[config.mk]
export PLATFORM = sky130hd
export DESIGN_NAME = data_lane_sequencer
export DESIGN_NICKNAME = d
export VERILOG_FILES = /design/src/rtl/data_lane_sequencer.sv
export SDC_FILE = /design/constraint.sdc
export NUM_CORES = 1
export LEC_CHECK = 0
export BUFFER_PORTS_ARGS = -buffer_cell sky130_fd_sc_hd__buf_2
export CORE_MARGIN = 2
export CORE_UTILIZATION = 53
export DETAILED_ROUTE_END_ITERATION = 12
export PLACE_DENSITY = 0.89
export RECOVER_POWER = 100
export SETUP_SLACK_MARGIN = 0.05
export SLEW_MARGIN = 30
export SYNTH_ARGS = -nofsm -noshare
export SYNTH_HDL_FRONTEND = slang
export SYNTH_SLANG_ARGS = --single-unit
[constraint.sdc]
create_clock -name clk -period 3.95 [get_ports clk]
set_clock_uncertainty 0.05 [all_clocks]
set_input_delay 0.9875 -clock clk [delete_from_list [all_inputs] [get_ports clk]]
set_output_delay 0.9875 -clock clk [all_outputs]
set_load 0.01 [all_outputs]
[src/rtl/data_lane_sequencer.sv]
`timescale 1ns/1ps
`default_nettype none
// ============================================================================
//  Module      : data_lane_sequencer
//  Description : Distributes an upstream word stream over 8 alignment lanes
//                (West 1-4, North 1-4), BURST words per lane per frame, and
//                waits for every lane FIFO to drain before the next frame.
//  Revision    : 1.0 - initial release
// ============================================================================
module data_lane_sequencer #(
    parameter int W     = 32,
    parameter int BURST = 4
) (
    input  logic         clk,
    input  logic         resetn,
    input  logic         enable,
    input  logic         in_valid,
    input  logic [W-1:0] in_data,
    output logic         in_ready,
    input  logic [7:0]   lane_full,
    input  logic [7:0]   lane_empty,
    output logic [W-1:0] data,
    output logic         select,
    output logic [2:0]   rptr,
    output logic         frame_done,
    output logic [7:0]   frame_cnt,
    output logic         busy
);

    localparam logic [1:0] c_S_IDLE       = 2'd0;
    localparam logic [1:0] c_S_LOAD       = 2'd1;
    localparam logic [1:0] c_S_WAIT_DRAIN = 2'd2;

    // Word index of the last word of a lane burst
    localparam logic [7:0] c_CNT_LAST = 8'(BURST - 1);
    localparam logic [2:0] c_LP_LAST  = 3'd7;

    logic [1:0]   r_state;
    logic [1:0]   w_next_state;
    logic [2:0]   r_lp;
    logic [7:0]   r_cnt;
    logic [W-1:0] r_data;
    logic [2:0]   r_rptr;
    logic         r_select;
    logic         r_frame_done;
    logic [7:0]   r_frame_cnt;

    logic         w_in_ready;
    logic         w_busy;
    logic         w_hs;
    logic         w_burst_end;
    logic         w_frame_end;
    logic         w_enter_load;

    assign w_hs         = in_valid && w_in_ready;
    assign w_burst_end  = (r_cnt == c_CNT_LAST);
    assign w_frame_end  = w_hs && w_burst_end && (r_lp == c_LP_LAST);
    // Both IDLE->LOAD and WAIT_DRAIN->LOAD restart the lane walk from lane 0
    assign w_enter_load = (r_state != c_S_LOAD) && (w_next_state == c_S_LOAD);

    // State register
    always_ff @(posedge clk or negedge resetn) begin
        if (!resetn) begin
            r_state <= c_S_IDLE;
        end else begin
            r_state <= w_next_state;
        end
    end

    // Next-state logic; enable only matters in IDLE and when leaving drain
    always_comb begin
        w_next_state = r_state;
        case (r_state)
            c_S_IDLE: begin
                if (enable) begin
                    w_next_state = c_S_LOAD;
                end
            end
            c_S_LOAD: begin
                if (w_frame_end) begin
                    w_next_state = c_S_WAIT_DRAIN;
                end
            end
            c_S_WAIT_DRAIN: begin
                if (lane_empty == 8'hFF) begin
                    w_next_state = enable ? c_S_LOAD : c_S_IDLE;
                end
            end
            default: begin
                w_next_state = c_S_IDLE;
            end
        endcase
    end

    // State-decoded outputs: accept only in LOAD while the current lane has room
    always_comb begin
        w_in_ready = 1'b0;
        w_busy     = 1'b0;
        case (r_state)
            c_S_LOAD: begin
                w_in_ready = !lane_full[r_lp];
                w_busy     = 1'b1;
            end
            c_S_WAIT_DRAIN: begin
                w_busy = 1'b1;
            end
            default: begin
                w_in_ready = 1'b0;
                w_busy     = 1'b0;
            end
        endcase
    end

    // Lane pointer / burst word counter; lp wraps 7->0 naturally at frame end
    always_ff @(posedge clk or negedge resetn) begin
        if (!resetn) begin
            r_lp  <= 3'd0;
            r_cnt <= 8'd0;
        end else if (w_enter_load) begin
            r_lp  <= 3'd0;
            r_cnt <= 8'd0;
        end else if (w_hs) begin
            if (w_burst_end) begin
                r_cnt <= 8'd0;
                r_lp  <= r_lp + 3'd1;
            end else begin
                r_cnt <= r_cnt + 8'd1;
            end
        end
    end

    // Switch-side outputs: one cycle after each handshake; data/rptr hold otherwise
    always_ff @(posedge clk or negedge resetn) begin
        if (!resetn) begin
            r_data   <= '0;
            r_rptr   <= 3'd0;
            r_select <= 1'b0;
        end else begin
            r_select <= w_hs;
            if (w_hs) begin
                r_data <= in_data;
                r_rptr <= r_lp;
            end
        end
    end

    // Frame completion pulse, aligned with the final select, and frame counter
    always_ff @(posedge clk or negedge resetn) begin
        if (!resetn) begin
            r_frame_done <= 1'b0;
            r_frame_cnt  <= 8'd0;
        end else begin
            r_frame_done <= w_frame_end;
            if (w_frame_end) begin
                r_frame_cnt <= r_frame_cnt + 8'd1;
            end
        end
    end

    assign in_ready   = w_in_ready;
    assign busy       = w_busy;
    assign data       = r_data;
    assign rptr       = r_rptr;
    assign select     = r_select;
    assign frame_done = r_frame_done;
    assign frame_cnt  = r_frame_cnt;

endmodule
`default_nettype wire

==> impl_metrics.json, run 1 <==
{
  "clk_latency_ps": 330,
  "grt_pass1_vias": 1951,
  "final_nets": 370,
  "hpwl_mm": 4.06,
  "clkSinkCount": 58,
  "hold_start": "frame_cnt[7]$_DFFE_PN0P_",
  "slew_violations": 38,
  "hold_depth": 1,
  "layout_min_cycle_time_ps": 3100,
  "cts_buffers": 9,
  "hold_end": "frame_cnt[7]$_DFFE_PN0P_",
  "cp_top_family": "compound AO/OA/AOI/OAI gates",
  "htree_levels": 3,
  "crit_required_ps": 2910,
  "vias": 1979,
  "p_per_area_mw_per_mm2": 649,
  "clk_pin_slew_ps": 60,
  "multi_input_area_mm2": 0.00109,
  "setup_violations": 0,
  "drive_above_1_share_pct": 34.3,
  "grt_start_max_net_pins": 38,
  "critical_path_arrival_ps": 2060,
  "slew_headroom_pct": -33.6,
  "r2r_end": "data[9]$_DFFE_PN0P_",
  "path_cells": "buf_2, mux2i_1, o221ai_1, nor2_1, clkbuf_1",
  "synth-seq-cells": 58,
  "fillers": 382,
  "cts-root-buf": "clkbuf_8",
  "clk_path_buf_depth": 2,
  "cts_setup_buffers": 0,
  "hp-class": "reg2reg",
  "core-area_mm2": 0.00479,
  "r2r_cells": 5,
  "io_pins": 99,
  "cts_tree": "yes",
  "port-buffer-count": 98,
  "status": "finished, violations left",
  "cts_resized": 0,
  "fmax_mhz": 323,
  "final_antenna_net_count": 0,
  "post-route-period-util_pct": 78.4,
  "crit_type": "in2out",
  "yosysUniqueCellTypes": 32,
  "yosysSeqAreaShare_pct": 54.7,
  "core.rowCount": 25,
  "die_area_mm2": 0.00559,
  "rr_startpoint": "r_lp[0]$_DFFE_PN0P_",
  "grt_use_total_pct": 20.8,
  "gp_congestion": 0.858,
  "violations": "capacitance limit, slew limit",
  "worst_slack_ps": 852,
  "dieWidth_um": 74.8,
  "firstDrtPassIters": 4,
  "area_growth_pct": 23.7,
  "yosys_warnings": 0,
  "routedWlPerCell_um": 14.3,
  "syn_area_mm2": 0.00265,
  "finalHoldViolCount": 0,
  "overflow": 0,
  "chipHeight_um": 74.8,
  "start_util_pct": 55.5,
  "antenna_found_initial": 0,
  "crit_path_max_incr_delay_ps": 630,
  "worst_slew_pin_slew_ps": 2000,
  "drcViolationCount": 0,
  "timing.max_cap.violations": 1,
  "final_common_cell": "dfrtp_1",
  "syn_nets": 263,
  "regArea_mm2": 0.00145,
  "critPathBufInv": 2,
  "dp_slack_ps": 1050,
  "crit_path_end_kind": "primary output",
  "syn_avg_cell_area_um2": 13.1,
  "num_antenna_cells": 0,
  "postCtsHoldBufs": 0,
  "viasPerCell": 5.18,
  "rsz0062_at_grt": "false",
  "final_core_util_pct": 68.6,
  "grt_pass1_wl_mm": 8.54,
  "r2r_slack_ps": 1130,
  "final_cell_mix": "dfrtp_1, buf_2, clkbuf_1",
  "drt_iter0_drc": 60,
  "irDropWorstVdd_mv": 0.348,
  "setup_tns_ps": 0,
  "crit_slowest_cell": "o221ai_1",
  "postSynthCellCount": 203,
  "p_leak_nw": 1.48,
  "cp_max_fo": 8,
  "wirelength_mm": 5.46,
  "start_kind": "primary input"
}
-- registers in the layout, indices dropped and copies added (netlist names) --
name and cells:
select 1, frame_done 1, frame_cnt 8, rptr 3
r_cnt 8, data 32, r_lp 3, r_state 2
-- cell type report --
| class | instances | share of cell area [%] |
|---|---|---|
| clock buffers | 12 | 5.03 |
| clock inverters | 4 | 0.762 |
| well taps | 67 | 2.55 |
| multi-input cells | 135 | 33.2 |
| repair buffers | 102 | 13.8 |
| flip-flops and latches | 58 | 44.2 |
| inverters | 4 | 0.457 |
-- where the power goes --
part	internal, mW	switching, mW	total (mW)	leakage [nW]
registers	0.802	0.133	0.935	0.730
clock network	0.276	0.225	0.501	0.0944
logic	0.332	0.362	0.694	0.656
total	1.41	0.720	2.13	1.48
-- Yosys cell counts --
| master | number | area, um^2 |
|---|---|---|
| mux2i_1 | 7 | 70.1 |
| nand3_1 | 9 | 45.0 |
| or3_1 | 1 | 6.26 |
| a21bo_2 | 1 | 10.0 |
| ha_1 | 8 | 100 |
| inv_1 | 4 | 15.0 |
| and3_1 | 6 | 37.5 |
| a21oi_1 | 3 | 15.0 |
| nor3_4 | 1 | 16.3 |
| nor4_1 | 4 | 25.0 |
| o31ai_1 | 1 | 7.51 |
| buf_6 | 5 | 56.3 |
| mux2_2 | 35 | 394 |
| clkbuf_1 | 1 | 3.75 |
| o21ai_0 | 6 | 30.0 |
| nand2b_1 | 3 | 18.8 |
| a211oi_1 | 1 | 7.51 |
| nand4_1 | 5 | 31.3 |
| nor3_1 | 3 | 15.0 |
| or2_2 | 1 | 6.26 |
| o22ai_2 | 1 | 12.5 |
| o221ai_2 | 1 | 15.0 |
| mux2_4 | 1 | 15.0 |
| a31o_2 | 1 | 8.76 |
| nand2_1 | 5 | 18.8 |
| xnor2_1 | 13 | 114 |
| o211ai_1 | 1 | 7.51 |
| nor2_1 | 13 | 48.8 |
| and2_1 | 2 | 12.5 |
| dfrtp_1 | 58 | 1450 |
| nor4_4 | 1 | 21.3 |
| nand3_4 | 1 | 17.5 |
-- layer usage --
layer  vias to the layer above  share of wire (%)  global-route usage, %
met5                         -                  0                      0
met4                         0                2.4                   12.1
met3                        11                5.0                   4.42
met2                        70                 52                   36.2
met1                       958                 41                   23.7
li1                        940                  -                      -
-- worst max path at each step --
stage / slack (ps) / endpoint / cells after the start / startpoint
floorplan: 1320 / in_ready / 3 / lane_full[1]
global placement: 1110 / in_ready / 5 / lane_full[7]
detailed placement: 1050 / in_ready / 5 / lane_full[1]
CTS: 1050 / in_ready / 5 / lane_full[1]
global route: 760 / in_ready / 5 / lane_full[0]
finish: 850 / in_ready / 5 / lane_full[1]
-- metrics by stage --
| step | instance area, um^2 | total power [mW] | hold WS (ps) | cells |
|---|---|---|---|---|
| after detailed placement | 3200 | 1.71 | 427 | 366 |
| after global routing | 3280 | 2.27 | 451 | 382 |
| final | 3280 | 2.13 | 437 | 382 |
| after floorplan | 2650 | 1.42 | 457 | 203 |
| after global placement | 3200 | 1.67 | 407 | 366 |
| after CTS | 3390 | 2.22 | 436 | 382 |
-- kinds of logic (layout without fill, tap and decap cells) --
group	Yosys count	count (layout)	share of synthesized area, %
simple gates	55	55	12.1
xor+xnor	13	13	4.29
buf+inv	10	122	2.83
flops	58	58	54.7
mux	43	43	18.1
fa+ha+maj	8	8	3.77
compound gates	16	16	4.29
Power figures use the tool's default switching activity.
==> run 2, diff against run 1 <==
- ABC_AREA: not set -> 1
- CORE_UTILIZATION: 53 -> 45
- PLACE_DENSITY: 0.89 -> 0.8
- clock period: 3.95 -> 2.5 ns (I/O delays scaled with it)
==> impl_metrics.json, run 2 <==
{
  "largest_reg_flops": 32,
  "antenna_found_initial": 0,
  "synth_area_leaders": "dfrtp_1, nand2_1, xor2_1",
  "final_common_cell": "nand2_1",
  "synth.most_common_cell": "nand2_1",
  "clk_path_buf_depth": 2,
  "io_pins": 99,
  "cts_tree": "yes",
  "crit_required_ps": 1820,
  "timing.max_cap.violations": 0,
  "final_antenna_net_count": 0,
  "fillers": 578,
  "drive_above_1_share_pct": 19.4,
  "setup_violations": 0,
  "syn_area_mm2": 0.00281,
  "syn_avg_cell_area_um2": 8.49,
  "chipHeight_um": 83.0,
  "grt_use_total_pct": 18.1,
  "irDropWorstVdd_mv": 0.566,
  "hp-class": "reg2reg",
  "crit_path_end_kind": "primary output",
  "final_nets": 494,
  "finalHoldViolCount": 0,
  "internal-power_mw": 2.14,
  "setup_tns_ps": 0,
  "critical_path_arrival_ps": 1520,
  "clkPwrFrac_pct": 28.0,
  "cts_setup_buffers": 0,
  "grt_start_max_net_pins": 49,
  "hpwl_mm": 4.24,
  "power_switching_share_pct": 34.6,
  "grt_pass1_wl_mm": 10.1,
  "crit_type": "reg2out",
  "p_comb_share_pct": 29.7,
  "synthTopCellsByCount": "nand2_1, dfrtp_1, inv_1, xor2_1, o21ai_1",
  "yosys_warnings": 0,
  "dieWidth_um": 83.0,
  "area_growth_pct": 23.9,
  "core-area_mm2": 0.00599,
  "clk_latency_ps": 330,
  "fmax_mhz": 455,
  "port-buffer-count": 98,
  "seqPwrFrac_pct": 42.3,
  "worst_slew_pin_slew_ps": 1420,
  "gp_congestion": 0.763,
  "wirelength_mm": 5.76,
  "postSynthCellCount": 331,
  "p_leak_nw": 1.92,
  "start_kind": "flip-flop",
  "die_area_mm2": 0.00689,
  "drcViolationCount": 0,
  "routedWlPerCell_um": 11.2,
  "cts_buffers": 9,
  "slew_headroom_pct": 5.57,
  "syn_nets": 391,
  "synth_top_area_cell": "dfrtp_1",
  "synthDominantCellAreaShare_pct": 51.6,
  "yosysUniqueCellTypes": 31,
  "synth-seq-cells": 58,
  "core.rowCount": 28,
  "async_reset_ff_share_pct": 100,
  "yosysSeqAreaShare_pct": 51.6,
  "p_per_area_mw_per_mm2": 940,
  "cts-root-buf": "clkbuf_8",
  "cts_resized": 0,
  "slew_violations": 0,
  "overflow": 0,
  "layout_min_cycle_time_ps": 2200,
  "htree_levels": 3,
  "status": "completed",
  "rsz0062_at_grt": "false",
  "ys.flop_type": "dfrtp_1",
  "drt_iter0_drc": 90,
  "grt_pass1_vias": 2338,
  "final_cell_mix": "nand2_1, dfrtp_1, clkbuf_1, buf_2, inv_1",
  "firstDrtPassIters": 4,
  "p_switching_mw": 1.13,
  "cp_max_fo": 7,
  "holdWs_ps": 426,
  "post-route-period-util_pct": 87.9,
  "clkSinkCount": 58,
  "clk_pin_slew_ps": 60,
  "viasPerCell": 4.58,
  "postCtsHoldBufs": 0,
  "start_util_pct": 46.9,
  "num_antenna_cells": 0,
  "vias": 2356,
  "synth_edf_count": 0
}
==> run 2: area by class of cell <==
type / instances / area, um^2 / area share [%]
multi-input cells: 224 / 1120 / 32.1
clock inverters: 1 / 30.0 / 0.862
clock buffers: 15 / 186 / 5.35
repair buffers: 103 / 460 / 13.2
well taps: 75 / 93.8 / 2.69
inverters: 38 / 143 / 4.10
flip-flops and latches: 58 / 1450 / 41.7
==> run 2: power groups by stage <==
stage	registers (mW)	clock network [mW]	logic (mW)
after CTS	1.38	0.946	1.08
after floorplan	1.51	0	0.555
after global placement	1.38	0	1.04
after global routing	1.42	0.997	1.11
final	1.39	0.917	0.971
after detailed placement	1.39	0	1.07
==> run 2: kinds of logic (layout without fill, tap and decap cells) <==
logic type               count (synthesis)  after routing  share of synthesized area, %
AO/OA/AOI/OAI                           22             22                          4.23
buffers and inverters                   49            157                          7.97
AND/OR/NAND/NOR                        181            181                          28.5
XOR/XNOR                                13             13                          4.05
flip-flops                              58             58                          51.6
adder cells (fa/ha/maj)                  8              8                          3.56
==> run 2: routing by layer <==
layer  wire length (um)  global-route usage [%]
met2               2890                    32.0
met5                  0                       0
met3                261                    3.88
met4                 91                    8.05
met1               2520                    20.9
==> run 2: critical path, cell delays in order, from the launching register on <==
cell      delay [ps]
dfrtp_1          460
inv_1            170
nand2_1           60
nand3_1           70
nand2_1           60
nor2_1           180
nor2_4            70
clkbuf_1         130
==> run 2: final timing paths <==
check	start	to	slack [ps]	cells after the start
min	data[29]$_DFFE_PN0P_	data[29]$_DFFE_PN0P_	430	2
max in group asynchronous	resetn	data[6]$_DFFE_PN0P_	700	2
max reg2reg	r_cnt[0]$_DFFE_PN0P_	frame_cnt[5]$_DFFE_PN0P_	330	8
min reg2reg	data[29]$_DFFE_PN0P_	data[29]$_DFFE_PN0P_	430	2
min in group asynchronous	resetn	frame_cnt[5]$_DFFE_PN0P_	560	1
max	r_lp[0]$_DFFE_PN0P_	in_ready	300	7
==> run 2: through the flow <==
| stage | util (%) | setup WS, ps | total power, mW | cell area (um^2) | instances |
|---|---|---|---|---|---|
| 6_report | 58.1 | 303 | 3.27 | 3480 | 514 |
| 3_5_place_dp | 55.9 | 403 | 2.47 | 3350 | 498 |
| 2_1_floorplan | - | 761 | 2.07 | 2810 | 331 |
| 3_3_place_gp | 55.9 | 472 | 2.43 | 3350 | 498 |
| 4_1_cts | 59.5 | 311 | 3.41 | 3570 | 514 |
| 5_1_grt | 58.1 | 129 | 3.53 | 3480 | 514 |
